--- src/rtl/fetch_decode_queue_if.sv ---
// IF -> queue -> ID handshake bundle for the fetch/decode instruction queue.
interface fetch_decode_queue_if #(
    parameter int unsigned PC_BITS     = 32,
    parameter int unsigned INSTR_BITS  = 32,
    parameter int unsigned INSTR_COUNT = 2,
    parameter int unsigned DEPTH       = 8
);
    localparam int unsigned PACKET_SIZE = PC_BITS + INSTR_BITS + 1;
    localparam int unsigned CNT_W       = $clog2(DEPTH) + 1;

    logic                                 flush_i;
    logic [INSTR_COUNT-1:0]               valid_i;
    logic [INSTR_COUNT*PACKET_SIZE-1:0]   packet_i;
    logic                                 ready_o;
    logic [INSTR_COUNT-1:0]               valid_o;
    logic [INSTR_COUNT*PACKET_SIZE-1:0]   packet_o;
    logic                                 ready_i;
    logic [CNT_W-1:0]                     count_o;

    // Queue side
    modport slave (
        input  flush_i, valid_i, packet_i, ready_i,
        output ready_o, valid_o, packet_o, count_o
    );

    // IF/ID side (driver)
    modport master (
        output flush_i, valid_i, packet_i, ready_i,
        input  ready_o, valid_o, packet_o, count_o
    );
endinterface

--- src/rtl/fetch_decode_queue.sv ---
// Elastic instruction queue between IF and ID: two-wide push, two-wide pop,
// strict program order, full drop on flush.
module fetch_decode_queue #(
    parameter int unsigned PC_BITS     = 32,
    parameter int unsigned INSTR_BITS  = 32,
    parameter int unsigned INSTR_COUNT = 2,
    parameter int unsigned DEPTH       = 8
) (
    input  logic                  clk,
    input  logic                  rst,
    fetch_decode_queue_if.slave   fdq_if
);
    localparam int unsigned PACKET_SIZE = PC_BITS + INSTR_BITS + 1;
    localparam int unsigned PTR_W       = $clog2(DEPTH);
    localparam int unsigned CNT_W       = PTR_W + 1;
    localparam int unsigned READY_MAX   = DEPTH - INSTR_COUNT;

    logic [PACKET_SIZE-1:0] mem_q [DEPTH];
    logic [PTR_W-1:0]       head_q, head_d;
    logic [PTR_W-1:0]       tail_q, tail_d;
    logic [CNT_W-1:0]       count_q, count_d;
    logic [PTR_W-1:0]       head_p1_c, tail_p1_c;
    logic [1:0]             push_n_c, pop_n_c;
    logic [1:0]             valid_c;
    logic                   ready_c;

    // Handshake decode and next-state pointer/occupancy computation
    always_comb begin
        ready_c   = (count_q <= CNT_W'(READY_MAX));
        valid_c   = 2'b00;
        push_n_c  = 2'd0;
        pop_n_c   = 2'd0;
        head_p1_c = head_q + PTR_W'(1);
        tail_p1_c = tail_q + PTR_W'(1);

        if (count_q >= CNT_W'(2)) begin
            valid_c = 2'b11;
        end else if (count_q == CNT_W'(1)) begin
            valid_c = 2'b01;
        end

        // Illegal 10 falls through to no push
        if (ready_c && !fdq_if.flush_i) begin
            case (fdq_if.valid_i)
                2'b01:   push_n_c = 2'd1;
                2'b11:   push_n_c = 2'd2;
                default: push_n_c = 2'd0;
            endcase
        end

        if (fdq_if.ready_i && !fdq_if.flush_i) begin
            case (valid_c)
                2'b01:   pop_n_c = 2'd1;
                2'b11:   pop_n_c = 2'd2;
                default: pop_n_c = 2'd0;
            endcase
        end

        head_d  = head_q + PTR_W'(pop_n_c);
        tail_d  = tail_q + PTR_W'(push_n_c);
        count_d = count_q + CNT_W'(push_n_c) - CNT_W'(pop_n_c);

        // Flush drops everything, including same-cycle push and pop
        if (fdq_if.flush_i) begin
            head_d  = '0;
            tail_d  = '0;
            count_d = '0;
        end
    end

    // Pointer and occupancy registers
    always_ff @(posedge clk or posedge rst) begin
        if (rst) begin
            head_q  <= '0;
            tail_q  <= '0;
            count_q <= '0;
        end else begin
            head_q  <= head_d;
            tail_q  <= tail_d;
            count_q <= count_d;
        end
    end

    // Packet storage; contents are not reset, occupancy guards reads
    always_ff @(posedge clk) begin
        if (push_n_c != 2'd0) begin
            mem_q[tail_q] <= fdq_if.packet_i[PACKET_SIZE-1:0];
        end
        if (push_n_c == 2'd2) begin
            mem_q[tail_p1_c] <= fdq_if.packet_i[2*PACKET_SIZE-1:PACKET_SIZE];
        end
    end

    assign fdq_if.ready_o  = ready_c;
    assign fdq_if.valid_o  = valid_c;
    assign fdq_if.packet_o = {mem_q[head_p1_c], mem_q[head_q]};
    assign fdq_if.count_o  = count_q;

    // Occupancy bound, push only when ready, no illegal slot pattern from IF
    a_count_bound: assert property (@(posedge clk) disable iff (rst)
        count_q <= CNT_W'(DEPTH));
    a_push_ready: assert property (@(posedge clk) disable iff (rst)
        (push_n_c != 2'd0) |-> ready_c);
    a_valid_legal: assert property (@(posedge clk) disable iff (rst)
        fdq_if.valid_i != 2'b10);

endmodule
--- src/flat_wrapper.sv ---
// flat-port wrapper written by rule: the top's interface ports become plain ports
module fetch_decode_queue_flat 
#(
    parameter int unsigned PC_BITS     = 32,
    parameter int unsigned INSTR_BITS  = 32,
    parameter int unsigned INSTR_COUNT = 2,
    parameter int unsigned DEPTH       = 8
)
  (clk, rst, fdq_if_flush_i, fdq_if_valid_i, fdq_if_packet_i, fdq_if_ready_i, fdq_if_ready_o, fdq_if_valid_o, fdq_if_packet_o, fdq_if_count_o);
  fetch_decode_queue_if #(.PC_BITS(PC_BITS), .INSTR_BITS(INSTR_BITS), .INSTR_COUNT(INSTR_COUNT), .DEPTH(DEPTH)) fdq_if_i ();
  input  logic clk;
  input  logic rst;
  input wire logic [$bits(fdq_if_i.flush_i)-1:0] fdq_if_flush_i;
  input wire logic [$bits(fdq_if_i.valid_i)-1:0] fdq_if_valid_i;
  input wire logic [$bits(fdq_if_i.packet_i)-1:0] fdq_if_packet_i;
  input wire logic [$bits(fdq_if_i.ready_i)-1:0] fdq_if_ready_i;
  output wire logic [$bits(fdq_if_i.ready_o)-1:0] fdq_if_ready_o;
  output wire logic [$bits(fdq_if_i.valid_o)-1:0] fdq_if_valid_o;
  output wire logic [$bits(fdq_if_i.packet_o)-1:0] fdq_if_packet_o;
  output wire logic [$bits(fdq_if_i.count_o)-1:0] fdq_if_count_o;
  assign fdq_if_i.flush_i = fdq_if_flush_i;
  assign fdq_if_i.valid_i = fdq_if_valid_i;
  assign fdq_if_i.packet_i = fdq_if_packet_i;
  assign fdq_if_i.ready_i = fdq_if_ready_i;
  assign fdq_if_ready_o = fdq_if_i.ready_o;
  assign fdq_if_valid_o = fdq_if_i.valid_o;
  assign fdq_if_packet_o = fdq_if_i.packet_o;
  assign fdq_if_count_o = fdq_if_i.count_o;
  fetch_decode_queue #(.PC_BITS(PC_BITS), .INSTR_BITS(INSTR_BITS), .INSTR_COUNT(INSTR_COUNT), .DEPTH(DEPTH)) u_core (.clk(clk), .rst(rst), .fdq_if(fdq_if_i));
endmodule
--- config.mk ---
export PLATFORM = sky130hd
export DESIGN_NAME = fetch_decode_queue_flat
export DESIGN_NICKNAME = d
export VERILOG_FILES = /design/src/rtl/fetch_decode_queue_if.sv /design/src/rtl/fetch_decode_queue.sv /design/src/flat_wrapper.sv
export SDC_FILE = /design/constraint.sdc
export NUM_CORES = 1
export LEC_CHECK = 0
export BUFFER_PORTS_ARGS = -buffer_cell sky130_fd_sc_hd__buf_4
export CORE_MARGIN = 3
export CORE_UTILIZATION = 40
export DETAILED_ROUTE_END_ITERATION = 6
export GPL_TIMING_DRIVEN = 0
export MAX_ROUTING_LAYER = met4
export SLEW_MARGIN = 0
export SYNTH_ARGS = -nofsm -noshare
export SYNTH_HDL_FRONTEND = slang
export SYNTH_SLANG_ARGS = --single-unit
export TNS_END_PERCENT = 30
--- constraint.sdc ---
create_clock -name clk -period 6.95 [get_ports clk]
set_clock_uncertainty 0.2 [all_clocks]
set_input_delay 0.3475 -clock clk [delete_from_list [all_inputs] [get_ports clk]]
set_output_delay 0.3475 -clock clk [all_outputs]
set_load 0.05 [all_outputs]
== After elaboration in Yosys (flattened, before gate mapping) ==
Memory sizes are Yosys's and may differ from the RTL's.
Index checks and enable logic that the tools add are counted.
Widths: inputs -> output; s select.

* Memories: 1
* Bits in latches: 0
* Bits in read-only memories: 0
* Bits of input ports: 136
* Word-level logic and storage cells: 35
* Memory bits (writable): 520
* Output and inout bits: 137
* Bits in registers: 10

* Div/mod/pow operators: 0
* Reduce and logical (&&, ||, !) cells: 4
* Mux-type cells: 13
* Shift-type cells: 0
* Eq/ne operators: 6
* $mul: 0
* Order comparisons: 2
* Add/sub/neg operators: 6
* Bitwise logic cells: 0

{| class="wikitable"
|+ Memories
! memory !! words !! width !! rd ports !! clocked after memory_dff !! write ports !! RTL line !! source
|-
| u_core.mem_q || 8 || 65 || 2 || 0 || 2 || fetch_decode_queue.sv:18 || <nowiki>logic [PACKET_SIZE-1:0] mem_q [DEPTH];</nowiki>
|}

{| class="wikitable"
|+ Operators with widths
! operator !! number
|-
| $pmux 2 s2 || 2
|-
| $add 3x1->3 const B || 2
|-
| $add 3x2->3 || 2
|-
| $eq 2x2->1 const B || 3
|-
| $mux 2 || 3
|-
| $mux 3 || 2
|-
| $mux 1 || 5
|-
| $add 4x2->4 || 1
|-
| $eq 2x1->1 const B || 2
|-
| $eq 4x1->1 const B || 1
|-
| $ge 4x2->1 const B || 1
|-
| $le 4x3->1 const B || 1
|-
| $mux 4 || 1
|-
| $sub 4x2->4 || 1
|-
| $logic_and 1x1->1 || 2
|-
| $reduce_bool 2->1 || 1
|-
| $logic_not 1->1 || 1
|}

== Depth between registers and ports, before layout ==
Gate-level depths: netlist (run 1).

* Depth in word-level cells: 8
* Mapped depth: 13
* Mapped depth without buffers: 12

== Least setup slack after synthesis (run 1) ==
No wires, ideal clock.

* Path type: reg2reg
* From: reg u_core.count_q[3] (netlist: u_core.fdq_if.count_o[3])
* To: mem u_core.mem_q[1][0] (netlist bit) (enable)
* Stages on the path, launching flop included: 7
* Period minus slack after synthesis: 5.671 ns
* Buffers on the path: 1
* Setup slack: 1.279 ns
* Required time: 6.241 ns
* Arrival time: 4.962 ns
* Library setup time: 0.509 ns
* Path through: dfrtp_1 inv_1 ha_1 and3_1 a2111o_1 clkbuf_1 a21oi_1

{| class="wikitable"
|+ RTL lines
! element !! RTL line !! source
|-
| start: declaration || fetch_decode_queue.sv:21 || <nowiki>logic [CNT_W-1:0] count_q, count_d;</nowiki>
|-
| start signal: assignment || fetch_decode_queue.sv:80 || <nowiki>count_q <= count_d;</nowiki>
|-
| end: declaration || fetch_decode_queue.sv:18 ||
|}

== Worst setup path in the final report (run 1) ==
* From: reg u_core.head_q[0]
* To: out fdq_if_packet_o[67]

* Longest elaborated chain between the ends: 2

{| class="wikitable"
|+ RTL lines
! element !! RTL line !! source
|-
| start: declaration || fetch_decode_queue.sv:19 || <nowiki>logic [PTR_W-1:0] head_q, head_d;</nowiki>
|-
| start signal: assignment || fetch_decode_queue.sv:74 || <nowiki>head_q <= '0;</nowiki>
|-
| start signal: assignment || fetch_decode_queue.sv:78 || <nowiki>head_q <= head_d;</nowiki>
|-
| $add 3x1->3 || fetch_decode_queue.sv:33 || <nowiki>head_p1_c = head_q + PTR_W'(1);</nowiki>
|-
| $mem_v2 8x65 || n/a ||
|-
| end: declaration || flat_wrapper.sv:19 || <nowiki>output wire logic [$bits(fdq_if_i.packet_o)-1:0] fdq_if_packet_o;</nowiki>
|}

Every way passes these cells.

==> impl_metrics.csv, run 1 <==
group,metric,value,unit
place,portBuffers,272,
clock_network,cts.clk_slew.worst_paths,60,ps
worst_setup_path,path_buf_inv,5,
drt,drtPass1Iterations,6,
synthesis,yosys.area.top_type,"edfxtp_1",
worst_setup_path,slowest_stage,"clkbuf_1",
synthesis,synth_fp_nets,1823,
synthesis,avgSynthCellArea,18.2,um^2
clock_network,clock-sinks,530,
layout,area_growth,25.9,%
power,vdd_drop_max,0.225,mV
grt,antenna_found_initial,6,
drt,ant_nets,0,
layout,drive_gt1_share,58.9,%
floorplan,ios,273,
clock_network,cts_buffers,58,
worst_setup_path,max_stage_delay,730,ps
worst_setup_path,ff2ff_path_depth,13,
worst_setup_path,r2r-end,"u_core.fdq_if.count_o[3]",
drt,num_vias,19200,
synthesis,netlist_area,0.0304,mm^2
layout,nFillCells,6223,
place,routabilityCongestion,0.783,
sta,period_needed,4690,ps
hold_path,hold_path.class,"in2async",
place,hpwlAfterDp,63.5,mm
clock_network,ctsLongestPathBuffers,3,
clock_network,clk_latency,620,ps
clock_network,cts_htree_levels,2,
power,p_leak,12.8,nW
layout,layout.nets,2382,
synthesis,synth_top_area_share,51.3,%
clock_network,cts_root_buf,"clkbuf_16",
worst_setup_path,cp.arrival,4140,ps
worst_setup_path,startpoint_type,"flip-flop",
sta,tns,0,ps
sta,setup_viol,0,
clock_network,cts_tree,"done",
floorplan,die_x,282,um
worst_setup_path,r2r_start,"u_core.fdq_if.count_o[3]",
floorplan,start_util,40.6,%
synthesis,syn_inst,1673,
synthesis,ys_seq_area_share,52.1,%
drt,routed_via_density,5.91,
drt,drc,0,
sta,period_share,67.4,%
worst_setup_path,end_kind,"output port",
worst_setup_path,path_cells,"clkbuf_1 -> buf_2 -> clkbuf_1 -> buf_2 -> mux4_2 -> mux2_2 -> buf_4",
floorplan,coreArea,0.0749,mm^2
sta,timing_hold_violations_final,0,
layout,fin_cells,3251,
sta,slew_viol_final,0,
sta,rsz0062_at_grt,"false",
worst_setup_path,cp_max_fo,10,
worst_setup_path,path_class,"reg2out",
drt,drt_iter0_markers,1683,
grt,grt_pass1_wl,143,mm
worst_setup_path,reg2reg_slack,2940,ps
drt,totalWireLength,98.4,mm
synthesis,ys_seq_elements,530,
synthesis,ys_top_cells_by_area,"edfxtp_1 51%, mux2_2 22%, mux4_2 19%, mux2_1 2.0%, buf_2 0.99%",
floorplan,die_y,282,um
layout,post-route-util,51.2,%
sta,worstMarginPinSlew,1190,ps
grt,overflow,0,
sta,slew_headroom,20.8,%
sta,max_clock_freq,213,MHz
grt,grt_pass1_vias,20900,
run_status,status,"finished clean",
worst_setup_path,required,6400,ps
flow_run,cap_violations,0,
grt,track_usage,25.6,%
synthesis,yosys_warnings,0,
power,p_per_area,249,mW/mm^2
place,dp_cells,2945,
grt,grt_max_degree,21,
floorplan,core.rowCount,100,
drt,avgRoutedWirePerCell,30.3,um
worst_setup_path,crit_family,"buffers and inverters",
floorplan,die_area,0.0795,mm^2
synthesis,synth_cell_type_count,35,
## worst max path at each step
stage / slack (ps) / end / cells past startpoint / start
2_1_floorplan: 1280 / u_core.mem_q[1][0] / 6 / u_core.fdq_if.count_o[3]
5_1_grt: 2140 / fdq_if_packet_o[67] / 7 / u_core.head_q[1]
6_report: 2260 / fdq_if_packet_o[67] / 7 / u_core.head_q[0]
3_3_place_gp: -3310 / u_core.mem_q[1][27] / 6 / u_core.fdq_if.count_o[3]
4_1_cts: 2240 / fdq_if_packet_o[67] / 7 / u_core.head_q[1]
3_5_place_dp: 2910 / fdq_if_packet_o[67] / 7 / u_core.head_q[0]
## per-layer routing
metal	part of all wire (%)	GRT usage (%)
met1	42	33.5
met2	50	41.8
met3	6.3	3.93
met4	2.4	6.97
met5	0	-
## state kept, by name (all words and copies together) (netlist names)
register / count
u_core.head_q: 3
u_core.tail_q: 3
u_core.mem_q: 520
u_core.fdq_if.count_o: 4
## area by class of cell
cell class | instances | area, um^2 | share of cell area, %
plain buffers | 134 | 717 | 1.87
diodes | 7 | 17.5 | 0.0457
clock inverters | 37 | 334 | 0.871
clock buffers | 66 | 1500 | 3.92
multi-input cells | 995 | 13900 | 36.2
inverters | 14 | 52.6 | 0.137
well taps | 969 | 1210 | 3.16
repair buffers | 499 | 4750 | 12.4
flip-flops and latches | 530 | 15900 | 41.4
## timing repair
item / CTS / global route
setup buffers: 0 / 0
hold endpoints to repair: 530 / 0
gates resized for setup: 0 / 0
hold buffers: 196 / 0
## cell families (layout without fill, tap and decap cells)
group,count (synthesis),count (layout),synth area share [%]
flip-flops,530,530,52.1
adder cells (fa/ha/maj),14,14,0.674
other,0,7,0
AND/OR/NAND/NOR,52,52,0.949
AO/OA/AOI/OAI,12,12,0.255
multiplexers,910,910,43.3
buffers and inverters,148,750,2.53
XOR/XNOR,7,7,0.201
## per-stage QoR
step	power [mW]	setup slack, ps	instance area [um^2]	hold slack [ps]
6_report	9.53	2260	38300	94.4
3_5_place_dp	6.46	2910	34500	177
5_1_grt	9.87	2140	38300	105
2_1_floorplan	5.55	1280	30400	-12.3
4_1_cts	9.61	2240	38300	70.0
3_3_place_gp	6.41	-3310	33700	166
## synth_stat cells
| cell | instances |
|---|---|
| a2111o_1 | 1 |
| or4_1 | 2 |
| buf_1 | 11 |
| inv_1 | 14 |
| xnor2_1 | 4 |
| xor2_1 | 3 |
| o31a_1 | 1 |
| nor2_1 | 12 |
| nor4_2 | 2 |
| or2_2 | 1 |
| dfrtp_1 | 10 |
| or3_1 | 2 |
| nand2_1 | 5 |
| nor4_1 | 1 |
| nand3b_1 | 2 |
| nor3b_1 | 1 |
| buf_2 | 60 |
| and2_1 | 1 |
| nand4_1 | 2 |
| a31oi_1 | 2 |
| and3_1 | 3 |
| edfxtp_1 | 520 |
| a21oi_1 | 6 |
| clkbuf_1 | 36 |
| buf_6 | 10 |
| nor2b_1 | 8 |
| a21o_1 | 2 |
| mux4_2 | 260 |
| mux2_1 | 53 |
| fa_1 | 4 |
| mux2_2 | 597 |
| buf_4 | 17 |
| ha_1 | 10 |
| nor3_1 | 3 |
| nand3_1 | 7 |
## worst min-delay path: cells and delay by family
kind | cells | cell delay [ps]
buf+inv | 3 | 990
## cells in the final DEF, fill, tap and decap left out, drive strengths merged
cell type,Yosys,layout
a21o,2,2
nor2,12,12
inv,14,15
a21oi,6,6
and3,3,3
dlygate4sd3,0,196
nand3,7,7
o31a,1,1
diode,0,7
or2,1,1
bufinv,0,6
edfxtp,520,520
fa,4,4
a2111o,1,1
clkbuf,36,102
clkinvlp,0,3
nor3b,1,1
dfrtp,10,10
mux4,260,260
xor2,3,3
or3,2,2
or4,2,2
nor3,3,3
clkinv,0,27
nand3b,2,2
and2,1,1
nor2b,8,8
xnor2,4,4
buf,98,401
a31oi,2,2
nand2,5,5
ha,10,10
nand4,2,2
nor4,3,3
mux2,650,650
## power by group
part           internal, mW  switching, mW
Sequential             3.63         0.0530
Combinational          1.16           1.63
Clock                  1.76           1.29
Total                  6.55           2.98
Power figures use the tool's default switching activity.
==> run 2, diff against run 1 <==
clock period = 4 ns   (was 6.95 ns; I/O delays follow)
==> impl_metrics.csv, run 2 (same netlist as run 1, synthesis figures left out) <==
group,metric,value,unit
run_status,status,"finished clean",
worst_setup_path,crit_start,"u_core.head_q[1]",
layout,layout.nets,2383,
grt,track_usage,25.3,%
floorplan,die_x,282,um
worst_setup_path,slowest_stage,"mux4_2",
grt,grt_pass1_vias,20600,
power,p_per_area,436,mW/mm^2
floorplan,die_y,282,um
hold_path,hold_path.class,"in2reg",
worst_setup_path,required,3600,ps
sta,period_needed,3900,ps
grt,top_usage_layer,"met2",
sta,period_share,97.6,%
worst_setup_path,path_cells,"ha_1 -> clkbuf_1 -> clkbuf_4 -> buf_4 -> mux4_2 -> mux2_2 -> buf_4",
worst_setup_path,end_kind,"output port",
sta,hold_ws,172,ps
drt,totalWireLength,97.9,mm
floorplan,coreArea,0.0749,mm^2
floorplan,core.rowCount,100,
worst_setup_path,cp_max_fo,10,
floorplan,die_area,0.0795,mm^2
worst_setup_path,startpoint_type,"flip-flop",
hold_path,min_from,"fdq_if_ready_i",
layout,most-common-layout-cells,"597 x mux2_2, 520 x edfxtp_1, 296 x buf_4",
clock_network,clock-sinks,530,
place,routabilityCongestion,0.795,
layout,area_growth,26.3,%
grt,met1_usage,33.6,%
clock_network,cts_htree_levels,2,
drt,ant_nets,0,
worst_setup_path,path_buf_inv,4,
sta,slew_headroom,24.6,%
floorplan,start_util,40.6,%
clock_network,clk_latency,610,ps
drt,num_vias,19300,
layout,drive_gt1_share,59.2,%
grt,antenna_found_initial,9,
worst_setup_path,cp.arrival,3500,ps
layout,final_common_cell,"mux2_2",
drt,avgRoutedWirePerCell,30.0,um
clock_network,cts_buffers,58,
layout,fin_cells,3262,
sta,slew_viol_final,0,
worst_setup_path,max_stage_delay,550,ps
grt,grt_max_degree,22,
flow_run,cap_violations,0,
sta,timing_hold_violations_final,0,
clock_network,ctsLongestPathBuffers,3,
place,portBuffers,272,
clock_network,cts_tree,"done",
drt,drc,0,
grt,met3_usage,4.33,%
drt,routed_via_density,5.92,
sta,layout_setup_ws,95.1,ps
drt,drt_iter0_markers,1714,
worst_setup_path,crit_top_cell,"buf_4",
sta,max_clock_freq,256,MHz
worst_setup_path,path_class,"reg2out",
power,power.total,16.7,mW
layout,top_register,"u_core.mem_q",
place,dp_cells,2943,
grt,overflow,0,
drt,drtPass1Iterations,5,
place,hpwlAfterDp,63.2,mm
sta,rsz0062_at_grt,"true",
power,vdd_drop_max,0.490,mV
clock_network,cts_root_buf,"clkbuf_16",
layout,largest_reg_flops,520,
grt,grt_pass1_wl,141,mm
clock_network,cts.clk_slew.worst_paths,60,ps
sta,worstMarginPinSlew,1130,ps
sta,setup_viol,0,
worst_setup_path,crit_family,"buffers and inverters",
worst_setup_path,r2r_start,"u_core.fdq_if.count_o[3]",
floorplan,ios,273,
grt,grt_use_met2,40.8,%
power,p_leak,12.9,nW
place,dp_slack,-8.15,ps
## run 2: cell types whose count changed in the layout (fill, tap and decap cells not counted), sizes merged
cell	change
buf	-6
clkinvlp	-3
bufinv	+1
clkdlybuf4s15	+4
clkinv	-7
clkbuf	+14
diode	+6
dlygate4sd3	+3
inv	-1
## run 2: path summary, 6_finish.rpt
| check | to | slack [ps] | depth (start not counted) |
|---|---|---|---|
| min in group asynchronous | u_core.fdq_if.count_o[3] | 500 | 4 |
| max in group asynchronous | u_core.head_q[2] | 2780 | 4 |
| min | u_core.head_q[0] | 170 | 5 |
| max | fdq_if_packet_o[87] | 100 | 7 |
| min reg2reg | u_core.head_q[0] | 510 | 2 |
| max reg2reg | u_core.fdq_if.count_o[3] | 170 | 13 |
## run 2: metrics by stage
stage	instance area, um^2	TNS, ps	util (%)
after CTS	38400	0	51.2
after floorplan	30500	-138390	-
after detailed placement	34400	-8.15	45.9
after global routing	38400	-99.5	51.3
after global placement	33700	-1309760	45.0
final	38400	0	51.3
## run 2: where the power goes
group / switching [mW] / internal, mW / leakage (nW)
combinational: 2.84 / 2.03 / 7.10
clock: 2.24 / 3.24 / 0.925
sequential: 0.0909 / 6.31 / 4.84
## run 2: layout make-up
class	instances	area [um^2]
multi-input cells	995	13900
repair buffers	500	4680
diodes	13	32.5
clock inverters	27	297
flip-flops and latches	530	15900
inverters	14	52.6
plain buffers	134	806
well taps	969	1210
fillers	6212	36500
clock buffers	80	1610
## run 2: routing by layer
layer	vias to the layer above	wire length [um]
met1	10300	40600
li1	8159	-
met2	761	48100
met3	145	7120
met5	-	0
met4	0	2060
## run 2: worst min-delay path, delay by kind of cell
| family | cells | cell delay [ps] |
|---|---|---|
| adder cells (fa/ha/maj) | 1 | 140 |
| buffers and inverters | 1 | 70 |
| AND/OR/NAND/NOR | 3 | 520 |
## run 2: timing repair
item | CTS | global route
setup endpoints to repair | 131 | 47
gates resized for setup | 31 | 14
hold buffers | 199 | 0
setup buffers | 0 | 0
hold endpoints to repair | 540 | 0
==> run 3, diff against run 2 <==
CORE_UTILIZATION = 45   (was 40)
PLACE_DENSITY = 0.66   (was not set)
==> impl_metrics.csv, run 3 (same netlist as run 1, synthesis figures left out) <==
group,metric,value,unit
sta,period_needed,3940,ps
drt,drc,0,
worst_setup_path,required,3600,ps
floorplan,die_y,266,um
floorplan,ios,273,
sta,tns,0,ps
layout,layout.nets,2384,
clock_network,cts_htree_levels,2,
hold_path,hold_depth,5,
drt,routed_via_density,6.16,
sta,timing_hold_violations_final,0,
floorplan,start_util,45.9,%
power,p_per_area,434,mW/mm^2
worst_setup_path,path_cells,"clkbuf_1 -> buf_1 -> mux4_2 -> mux2_2 -> buf_4",
worst_setup_path,path_class,"reg2out",
clock_network,cts_root_buf,"clkbuf_16",
worst_setup_path,startpoint_type,"flip-flop",
worst_setup_path,end_kind,"output port",
sta,rsz0062_at_grt,"true",
grt,antenna_found_initial,8,
flow_run,cap_violations,0,
hold_path,hold_path.class,"in2reg",
drt,drt_iter0_markers,1686,
floorplan,die_x,266,um
worst_setup_path,ff2ff_path_depth,8,
worst_setup_path,cp.arrival,3540,ps
clock_network,cts_tree,"done",
layout,drive_gt1_share,59.4,%
grt,overflow,0,
layout,largest_reg_flops,520,
sta,worstMarginPinSlew,1090,ps
floorplan,core.rowCount,94,
floorplan,die_area,0.0708,mm^2
sta,setup_viol,0,
clock_network,clock-sinks,530,
clock_network,postCtsSetupRepairBufs,0,
drt,ant_nets,0,
worst_setup_path,max_stage_delay,730,ps
clock_network,ctsLongestPathBuffers,3,
grt,track_usage,27.5,%
sta,hold_ws,128,ps
grt,grt_max_degree,23,
clock_network,cts_buffers,58,
place,place_area,0.0344,mm^2
place,portBuffers,272,
layout,most-common-layout-cells,"597 x mux2_2, 520 x edfxtp_1, 299 x buf_4",
power,p_leak,12.9,nW
sta,slew_headroom,27.2,%
place,hpwlAfterDp,60.8,mm
worst_setup_path,slowest_stage,"buf_1",
sta,slew_viol_final,0,
place,routabilityCongestion,0.768,
grt,grt_pass1_vias,21000,
clock_network,cts.clk_slew.worst_paths,60,ps
layout,area_growth,26.1,%
layout,final_common_cell,"mux2_2",
clock_network,clk_latency,620,ps
worst_setup_path,cp_max_fo,10,
drt,avgRoutedWirePerCell,29.9,um
grt,grt_pass1_wl,139,mm
sta,max_clock_freq,254,MHz
drt,totalWireLength,94.4,mm
sta,layout_setup_ws,64.5,ps
run_status,status,"finished clean",
layout,fin_area,0.0384,mm^2
place,dp_slack,35.3,ps
floorplan,coreArea,0.0663,mm^2
drt,num_vias,19400,
drt,drtPass1Iterations,6,
power,vdd_drop_max,0.318,mV
sta,period_share,98.4,%
layout,top_register,"u_core.mem_q",
-- run 3: what timing repair did --
action                     CTS  global route
setup endpoints to repair  129            48
hold endpoints to repair   540             0
resized for setup           29            20
hold buffers               199             0
-- run 3: through the flow --
stage	power, mW	util, %	instances
after floorplan	9.64	-	1673
after global placement	11.1	50.6	2809
after detailed placement	11.2	51.8	2839
after CTS	16.7	57.8	3146
after global routing	17.2	57.8	3154
final	16.7	57.9	3155
-- run 3: metal layers --
| metal | vias up | share of wire, % | GRT usage (%) |
|---|---|---|---|
| met5 | - | 0 | - |
| met4 | 0 | 2.6 | 7.81 |
| met3 | 164 | 7.1 | 4.67 |
| met2 | 879 | 50 | 44.9 |
| met1 | 10200 | 41 | 35.9 |
| li1 | 8172 | - | - |
-- run 3: layout make-up --
type | instances | area (um^2)
Fill cell | 5175 | 28000
Clock inverter | 38 | 328
Clock buffer | 70 | 1560
Sequential cell | 530 | 15900
Timing Repair Buffer | 501 | 4780
Antenna cell | 9 | 22.5
Buffer | 134 | 801
Inverter | 14 | 52.6
Tap cell | 864 | 1080
Multi-Input combinational cell | 995 | 13900
-- run 3: report_power, final --
group / internal [mW] / switching (mW) / total [mW]
Sequential: 6.31 / 0.0921 / 6.41
Clock: 3.14 / 2.27 / 5.41
Combinational: 2.03 / 2.81 / 4.84
-- run 3: worst max-delay path, delay by kind of cell, from the launching register on --
family   cells  cell delay [ps]
mux          2              730
flops        1              530
buf+inv      3             1640
-- run 3: worst paths after layout --
| check | startpoint | end | slack [ps] |
|---|---|---|---|
| setup / recovery | u_core.head_q[1] | fdq_if_packet_o[11] | 60 |
| hold / removal | fdq_if_ready_i | u_core.head_q[0] | 130 |
| min in group asynchronous | rst | u_core.fdq_if.count_o[2] | 490 |
| max in group asynchronous | rst | u_core.head_q[1] | 2780 |
| hold reg to reg | u_core.head_q[0] | u_core.head_q[0] | 520 |
| setup reg to reg | u_core.tail_q[1] | u_core.mem_q[6][34] | 270 |
